$ cat config.mk
export PLATFORM = sky130hd
export DESIGN_NAME = alpha_trim_mean
export DESIGN_NICKNAME = d
export VERILOG_FILES = /design/src/rtl/filter_pkg.sv /design/src/rtl/serial_divider.sv /design/src/rtl/alpha_trim_mean.sv
export SDC_FILE = /design/constraint.sdc
export NUM_CORES = 1
export LEC_CHECK = 0
export ABC_AREA = 1
export CAP_MARGIN = 40
export CORE_MARGIN = 3
export CORE_UTILIZATION = 35
export DETAILED_ROUTE_END_ITERATION = 16
export PLACE_DENSITY = 0.61
export RECOVER_POWER = 25
export SLEW_MARGIN = 20
export SYNTH_ARGS = -nofsm -noshare
export SYNTH_HDL_FRONTEND = slang
export SYNTH_SLANG_ARGS = --single-unit
$ cat constraint.sdc
create_clock -name clk -period 5.65 [get_ports clk]
set_input_delay 1.695 -clock clk [delete_from_list [all_inputs] [get_ports clk]]
set_output_delay 1.695 -clock clk [all_outputs]
set_load 0.01 [all_outputs]
$ cat src/rtl/filter_pkg.sv
// Shared defaults and FSM encoding for the alpha-trimmed mean filter datapath.
package filter_pkg;

    localparam int unsigned DefDn    = 25;
    localparam int unsigned DefDw    = 8;
    localparam int unsigned DefTrim  = 4;
    localparam int unsigned DefDwSeq = $clog2(DefDn);
    localparam int unsigned DefK     = DefDn - 2 * DefTrim;
    localparam int unsigned DefWAcc  = DefDw + DefDwSeq;

    localparam logic [3:0] StIdle = 4'b0001;
    localparam logic [3:0] StAcc  = 4'b0010;
    localparam logic [3:0] StDiv  = 4'b0100;
    localparam logic [3:0] StOut  = 4'b1000;

endpackage

$ cat src/rtl/serial_divider.sv
// Restoring divider, one quotient bit per cycle MSB first; the start cycle performs the first step.
module serial_divider #(
    parameter int unsigned W_ACC = 13,
    parameter int unsigned DVW   = 6
) (
    input  logic             clk,
    input  logic             rst_n,
    input  logic             start,
    input  logic [W_ACC-1:0] dividend,
    input  logic [DVW-1:0]   divisor,
    output logic             done,
    output logic [W_ACC-1:0] quotient
);

    localparam int unsigned CW = $clog2(W_ACC + 1);

    logic [DVW-1:0]   rem_q, rem_d;
    logic [W_ACC-1:0] q_q, q_d;
    logic [CW-1:0]    cnt_q, cnt_d;
    logic             active_q, active_d;

    logic [DVW-1:0]   rem_in;
    logic             in_bit;
    logic [DVW:0]     trial;
    logic             q_bit;
    logic             last;

    always_comb begin
        rem_in   = start ? '0 : rem_q;
        in_bit   = start ? dividend[W_ACC-1] : q_q[W_ACC-1];
        trial    = {rem_in, in_bit};
        q_bit    = (trial >= {1'b0, divisor});
        last     = start ? (W_ACC == 1) : (cnt_q == CW'(W_ACC - 1));
        rem_d    = rem_q;
        q_d      = q_q;
        cnt_d    = cnt_q;
        active_d = active_q;
        done     = 1'b0;
        if (start || active_q) begin
            // remainder stays below divisor, so the low DVW bits hold it exactly
            rem_d    = q_bit ? DVW'(trial - {1'b0, divisor}) : trial[DVW-1:0];
            q_d      = start ? {dividend[W_ACC-2:0], q_bit} : {q_q[W_ACC-2:0], q_bit};
            cnt_d    = start ? CW'(1) : cnt_q + 1'b1;
            active_d = !last;
            done     = last;
        end
    end

    always_ff @(posedge clk or negedge rst_n) begin
        if (!rst_n) begin
            rem_q    <= '0;
            q_q      <= '0;
            cnt_q    <= '0;
            active_q <= 1'b0;
        end else begin
            rem_q    <= rem_d;
            q_q      <= q_d;
            cnt_q    <= cnt_d;
            active_q <= active_d;
        end
    end

    assign quotient = q_q;

endmodule

$ cat src/rtl/alpha_trim_mean.sv
// Final stage of the alpha-trimmed mean filter: sums the middle K ranks of a sorted window
// and divides by K with round-half-up bias.
module alpha_trim_mean
    import filter_pkg::*;
#(
    parameter int unsigned DN          = DefDn,
    parameter int unsigned DW          = DefDw,
    parameter int unsigned DW_sequence = $clog2(DN),
    parameter int unsigned TRIM        = DefTrim
) (
    input  logic                      clk,
    input  logic                      rst_n,
    input  logic                      start,
    input  logic [DW*DN-1:0]          data_in,
    input  logic [DW_sequence*DN-1:0] seq_in,
    output logic                      busy,
    output logic [DW-1:0]             mean_out,
    output logic                      mean_valid
);

    localparam int unsigned K     = DN - 2 * TRIM;
    localparam int unsigned W_ACC = DW + DW_sequence;
    localparam int unsigned DSW   = DW_sequence;
    localparam int unsigned DVW   = DSW + 1;

    if (2 * TRIM >= DN) begin : g_bad_trim
        $error("alpha_trim_mean: 2*TRIM must be less than DN");
    end

    logic [3:0]       state_q, state_d;
    logic [DW-1:0]    data_q [DN];
    logic [DSW-1:0]   seq_q  [DN];
    logic [W_ACC-1:0] acc_q, acc_d;
    logic [DSW-1:0]   k_q, k_d;
    logic             div_go_q, div_go_d;
    logic [DW-1:0]    mean_q, mean_d;
    logic             valid_q, valid_d;

    logic             accept;
    logic [DSW-1:0]   slot;
    logic [DSW-1:0]   idx;
    logic [DW-1:0]    sample;
    logic             div_done;
    logic [W_ACC-1:0] div_quot;

    always_comb begin
        accept = start && (state_q == StIdle);
        slot   = DSW'(TRIM) + k_q;
        idx    = seq_q[slot];
        // out-of-range indices contribute nothing
        sample = (32'(idx) < DN) ? data_q[idx] : '0;
    end

    always_comb begin
        state_d  = state_q;
        acc_d    = acc_q;
        k_d      = k_q;
        div_go_d = 1'b0;
        mean_d   = mean_q;
        valid_d  = 1'b0;
        unique case (state_q)
            StIdle: begin
                if (start) begin
                    state_d = StAcc;
                    acc_d   = W_ACC'(K / 2);
                    k_d     = '0;
                end
            end
            StAcc: begin
                acc_d = acc_q + W_ACC'(sample);
                k_d   = k_q + 1'b1;
                if (k_q == DSW'(K - 1)) begin
                    state_d  = StDiv;
                    div_go_d = 1'b1;
                end
            end
            StDiv: begin
                if (div_done) begin
                    state_d = StOut;
                end
            end
            StOut: begin
                mean_d  = (|div_quot[W_ACC-1:DW]) ? '1 : div_quot[DW-1:0];
                valid_d = 1'b1;
                state_d = StIdle;
            end
            default: begin
                state_d = StIdle;
            end
        endcase
    end

    always_ff @(posedge clk or negedge rst_n) begin
        if (!rst_n) begin
            state_q  <= StIdle;
            acc_q    <= '0;
            k_q      <= '0;
            div_go_q <= 1'b0;
            mean_q   <= '0;
            valid_q  <= 1'b0;
        end else begin
            state_q  <= state_d;
            acc_q    <= acc_d;
            k_q      <= k_d;
            div_go_q <= div_go_d;
            mean_q   <= mean_d;
            valid_q  <= valid_d;
        end
    end

    always_ff @(posedge clk or negedge rst_n) begin
        if (!rst_n) begin
            for (int i = 0; i < DN; i++) begin
                data_q[i] <= '0;
                seq_q[i]  <= '0;
            end
        end else if (accept) begin
            for (int i = 0; i < DN; i++) begin
                data_q[i] <= data_in[i*DW +: DW];
                seq_q[i]  <= seq_in[i*DSW +: DSW];
            end
        end
    end

    serial_divider #(
        .W_ACC (W_ACC),
        .DVW   (DVW)
    ) u_div (
        .clk      (clk),
        .rst_n    (rst_n),
        .start    (div_go_q),
        .dividend (acc_q),
        .divisor  (DVW'(K)),
        .done     (div_done),
        .quotient (div_quot)
    );

    assign busy       = (state_q != StIdle);
    assign mean_out   = mean_q;
    assign mean_valid = valid_q;

endmodule

==> Flow_metrics.wiki, run 1 <==
{| class="wikitable"
! Metric !! Value
|-
| DRC || 0
|-
| Overall via count from detail_route || 17064
|-
| Flip-flop cell with the highest count after synthesis || sky130_fd_sc_hd__dfrtp_1
|-
| Total negative slack for setup checks || 0 ns
|-
| Category of the worst setup path capture point || flip-flop
|-
| Fraction of synthesized area in multiplexers || 0%
|-
| Post-Synthesis Net Count || about 2800
|-
| Worst slew margin relative to its limit || -89.8%
|-
| Classification of the worst setup path || reg2reg
|-
| Boundary Pins || 338
|-
| Hold Violations, Final || 0
|-
| Synth warnings || 0
|-
| Width of the die || 237 um
|-
| Row count || 83
|-
| Non-filler instance count after layout || 3445
|-
| Clock latency at the later pin of the worst-skew pair || 0.56 ns
|-
| Placer congestion estimate || 0.855
|-
| Final critical delay including setup and external delays || between 5 and 6 ns
|-
| Number of flops mapped to enable cells by yosys || 0
|-
| Violations in the final reports || max-capacitance violations, max-slew violations
|-
| Synth Area in XOR/XNOR || 0.376%
|-
| Wire length of the first global-routing pass || 94.9 mm
|-
| Cell count after synthesis || 2472
|-
| Post-CTS clock slew at the launch and capture registers of the worst setup and hold paths || 0.06 ns
|-
| Input/output buffers || 337
|-
| Clock tree from TritonCTS || yes
|-
| Vertical extent of the die || 237 um
|-
| Netlist area before placement || between 15000 and 20000 sq um
|-
| Clock tree root driver cell || sky130_fd_sc_hd__clkbuf_16
|-
| Detailed placer's ending HPWL || 41.7 mm
|-
| Worst hold path startpoint || seq_q[17]$_DFFE_PN0P_
|-
| Clock Sink Count || 381
|-
| Post-route total power || 15900 uW
|-
| Top cells by count, synth || sky130_fd_sc_hd__nand2_1 (1183), sky130_fd_sc_hd__dfrtp_1 (380), sky130_fd_sc_hd__nand3_1 (262)
|-
| Share of flip-flops with an asynchronous set or reset after synthesis || 100%
|-
| Area share of the leading cell type in the synthesized netlist || between 50 and 60%
|-
| Worst Reg2Reg Path Length in Cells || 24
|-
| Fillcell total || between 5000 and 6000
|-
| Length of the first detailed-routing pass in iterations || 5
|-
| Reg2reg start || k_q[2]$_DFFE_PN0P_
|-
| Initial antenna violation count || 7
|-
| Maximum frequency from static timing analysis || 0.196 GHz
|-
| Arrival time reported for the critical path endpoint || 5.54 ns
|-
| Final Slew Violations || about 110
|-
| Complex-gate fraction of the synthesized area || 6.14%
|-
| Capture endpoint of the worst hold path || seq_q[17]$_DFFE_PN0P_
|-
| Maximum number of pins on one net before global-route repair || 210
|-
| Flops & latches, synth || 381
|-
| GR Util All Layers || a little over a fifth
|-
| Total of cells resized after clock tree synthesis || 0
|-
| Count of distinct cell types in the synthesized netlist || 40
|-
| Routed length per placed instance || 17.5 um
|-
| Core region area || 52000 sq um
|-
| Antenna-violating nets left || 0
|-
| Worst vdd rail ir drop || between 0.7 and 0.8 mV
|-
| Type of the worst min-delay path || reg2reg
|-
| Deepest clock path buffer count || 3
|-
| Area leader, netlist || sky130_fd_sc_hd__dfrtp_1
|-
| Number of setup violations in the final report || 0
|-
| Number of H-tree levels || 2
|-
| Smallest hold slack || 0.463 ns
|-
| Area growth from synthesis to layout || 27.8%
|-
| Pwr per Cell Area || 668 nW/um^2
|-
| DP Cell Count || 3362
|-
| Seq/Total Area, Yosys || 51.2%
|-
| Result of the run || complete, but fails checks
|-
| Worst Hold Depth || 2
|-
| Clock buffer count from CTS || between 40 and 50
|-
| Largest cells by area after synthesis || sky130_fd_sc_hd__dfrtp_1 (51%), sky130_fd_sc_hd__nand2_1 (24%), sky130_fd_sc_hd__nand3_1 (7.0%)
|-
| Tcrit/Tclk final || 90.5%
|-
| Initial drt markers || 1419
|-
| Setup clock skew after layout || 0.0136 ns
|-
| Via count of the first global-routing pass || approximately 17000
|-
| WP data required || 6.08 ns
|-
| Simple-gate portion of the synthesized area || 34.4%
|-
| Slew at the pin closest to its max-slew limit || 2.85 ns
|-
| Unrepaired setup endpoints after global routing || no
|-
| Total wirelength of the detailed-routed design || 60.2 mm
|-
| Hold-fix buffer count after cts || 0
|-
| Syn avg cell area || 7.54 sq um
|-
| Area taken by flip-flops and latches || 9540 sq um
|-
| Most common cell in the synthesized netlist || sky130_fd_sc_hd__nand2_1
|-
| Footprint of the multi-input gates || 7860 sq um
|-
| Layout cell share with drive strength beyond 1 || 4.28%
|-
| Initial core utilization || 35.8%
|-
| Residual overflow from global routing || 0
|-
| R2R setup slack || about 0.54 ns
|-
| Main combinational cell family by area after synthesis || simple AND/OR/NAND/NOR gates
|-
| Crit start category || flip-flop
|-
| Reg-to-Reg End || acc_q[11]$_DFFE_PN0P_
|-
| Overall die area || 56000 sq um
|-
| Final Net Count || 3073
|-
| Synthesized-area fraction occupied by adder cells || under 10%
|-
| Post-CTS Setup Inserts || 0
|-
| Static Leak || 0.0118 uW
|-
| Critical path fanouts, max || 52
|-
| Max capacitance violation total || 1
|-
| Avg Vias per Cell || 4.95
|}
-- per-layer routing --
metal | wire, um | share of wire [%] | track usage (%) | vias to the layer above
li1 | - | - | - | 8314
met2 | 28100 | 47 | 34.1 | 500
met1 | 26900 | 45 | 29.1 | 8136
met3 | 3350 | 5.6 | 3.20 | 110
met4 | 1840 | 3.1 | 7.49 | 4
met5 | 19 | 0.032 | 0 | -
-- through the flow --
step	cell area, sq um	utilization [%]	setup WS, ns
6_report	23800	45.8	0.539
5_1_grt	23800	45.7	0.0396
4_1_cts	23800	45.7	0.588
3_5_place_dp	22300	42.9	0.608
3_3_place_gp	22300	42.9	0.860
2_1_floorplan	18600	-	1.80
-- cell families (layout without fill, tap and decap cells) --
kind of cell             count (synthesis)  after routing
AO/OA/AOI/OAI                          206            206
flip-flops                             381            381
adder cells (fa/ha/maj)                 17             17
XOR/XNOR                                 8              8
buffers and inverters                  268            556
other                                    0              5
AND/OR/NAND/NOR                       1592           1592
-- how the worst max path moves through the flow --
stage | startpoint | to | slack, ns | cells past startpoint
final | k_q[2]$_DFFE_PN0P_ | acc_q[11]$_DFFE_PN0P_ | 0.54 | 24
after CTS | k_q[2]$_DFFE_PN0P_ | acc_q[11]$_DFFE_PN0P_ | 0.59 | 24
after global routing | k_q[2]$_DFFE_PN0P_ | acc_q[11]$_DFFE_PN0P_ | 0.04 | 24
after detailed placement | k_q[2]$_DFFE_PN0P_ | acc_q[11]$_DFFE_PN0P_ | 0.61 | 24
after global placement | k_q[2]$_DFFE_PN0P_ | acc_q[9]$_DFFE_PN0P_ | 0.86 | 24
after floorplan | k_q[2]$_DFFE_PN0P_ | acc_q[9]$_DFFE_PN0P_ | 1.80 | 28
-- cells in the final DEF (no fill, tap or decap), types with 3 or more instances in the layout --
cell type                         instances
sky130_fd_sc_hd__nor2_4                   4
sky130_fd_sc_hd__nor2_1                 114
sky130_fd_sc_hd__buf_12                   9
sky130_fd_sc_hd__a21oi_1                 17
sky130_fd_sc_hd__clkbuf_8                13
sky130_fd_sc_hd__o21ai_1                  6
sky130_fd_sc_hd__dfrtp_1                379
sky130_fd_sc_hd__nor3_1                  11
sky130_fd_sc_hd__nand3b_1                 5
sky130_fd_sc_hd__ha_1                    16
sky130_fd_sc_hd__nand2_4                  4
sky130_fd_sc_hd__o22ai_1                 21
sky130_fd_sc_hd__nand4_1                  3
sky130_fd_sc_hd__clkinv_2                 7
sky130_fd_sc_hd__clkbuf_1                10
sky130_fd_sc_hd__clkdlybuf4s50_1        335
sky130_fd_sc_hd__clkbuf_16               45
sky130_fd_sc_hd__inv_1                  109
sky130_fd_sc_hd__o21ai_0                131
sky130_fd_sc_hd__a31oi_1                  8
sky130_fd_sc_hd__o211ai_1                14
sky130_fd_sc_hd__nand3_1                262
sky130_fd_sc_hd__inv_2                    9
sky130_fd_sc_hd__diode_2                  5
sky130_fd_sc_hd__buf_4                   11
sky130_fd_sc_hd__nand2_1               1182
sky130_fd_sc_hd__xor2_1                   6
-- power breakdown --
| group | internal, uW | switching (uW) | leakage, uW |
|---|---|---|---|
| clock | 1710 | 1140 | 0.000718 |
| combinational | 2660 | 5670 | 0.00637 |
| sequential | 4030 | 704 | 0.00473 |
| total | 8400 | 7510 | 0.0118 |
-- sequential cells by signal (all words and copies together) (netlist names) --
register	cells
data_q	200
seq_q	125
acc_q	13
u_div.quotient	13
mean_out	8
u_div.rem_q	6
k_q	5
state_q	4
u_div.cnt_q	4
div_go_q	1
mean_valid	1
u_div.active_q	1
-- worst max-delay path, cell delays in order (launching register included) --
cell,delay (ns)
sky130_fd_sc_hd__dfrtp_1,0.53
sky130_fd_sc_hd__inv_1,0.11
sky130_fd_sc_hd__ha_1,0.35
sky130_fd_sc_hd__inv_1,0.33
sky130_fd_sc_hd__nand3_1,0.20
sky130_fd_sc_hd__nand2_4,0.36
sky130_fd_sc_hd__nand2_4,0.46
sky130_fd_sc_hd__buf_12,0.34
sky130_fd_sc_hd__nand2_1,0.08
sky130_fd_sc_hd__nand3_1,0.07
sky130_fd_sc_hd__nand2_1,0.09
sky130_fd_sc_hd__nand2_1,0.05
sky130_fd_sc_hd__nand3_1,0.09
sky130_fd_sc_hd__nand3_1,0.09
sky130_fd_sc_hd__ha_1,0.33
sky130_fd_sc_hd__inv_1,0.08
sky130_fd_sc_hd__o21ai_0,0.28
sky130_fd_sc_hd__nand3_1,0.11
sky130_fd_sc_hd__nand2_1,0.07
sky130_fd_sc_hd__a21oi_1,0.05
sky130_fd_sc_hd__or2_2,0.29
sky130_fd_sc_hd__a21oi_1,0.22
sky130_fd_sc_hd__nand4_1,0.15
sky130_fd_sc_hd__nand3_1,0.12
sky130_fd_sc_hd__o21ai_0,0.09
-- layout make-up --
type / instances / area share (%)
Clock buffer: 66 / 5.61
Tap cell: 680 / 3.57
Timing Repair Buffer: 359 / 15.3
Sequential cell: 381 / 40.1
Multi-Input combinational cell: 1823 / 33.0
Antenna cell: 5 / 0.0526
Inverter: 120 / 1.93
Clock inverter: 11 / 0.468
No activity file was read; power rests on OpenSTA's default activity.
==> run 2: changes to the inputs <==
- CTS_CLUSTER_DIAMETER: unset -> 200
==> results of run 2 <==
The final DEF is identical to that of run 1; final timing and power are the same.
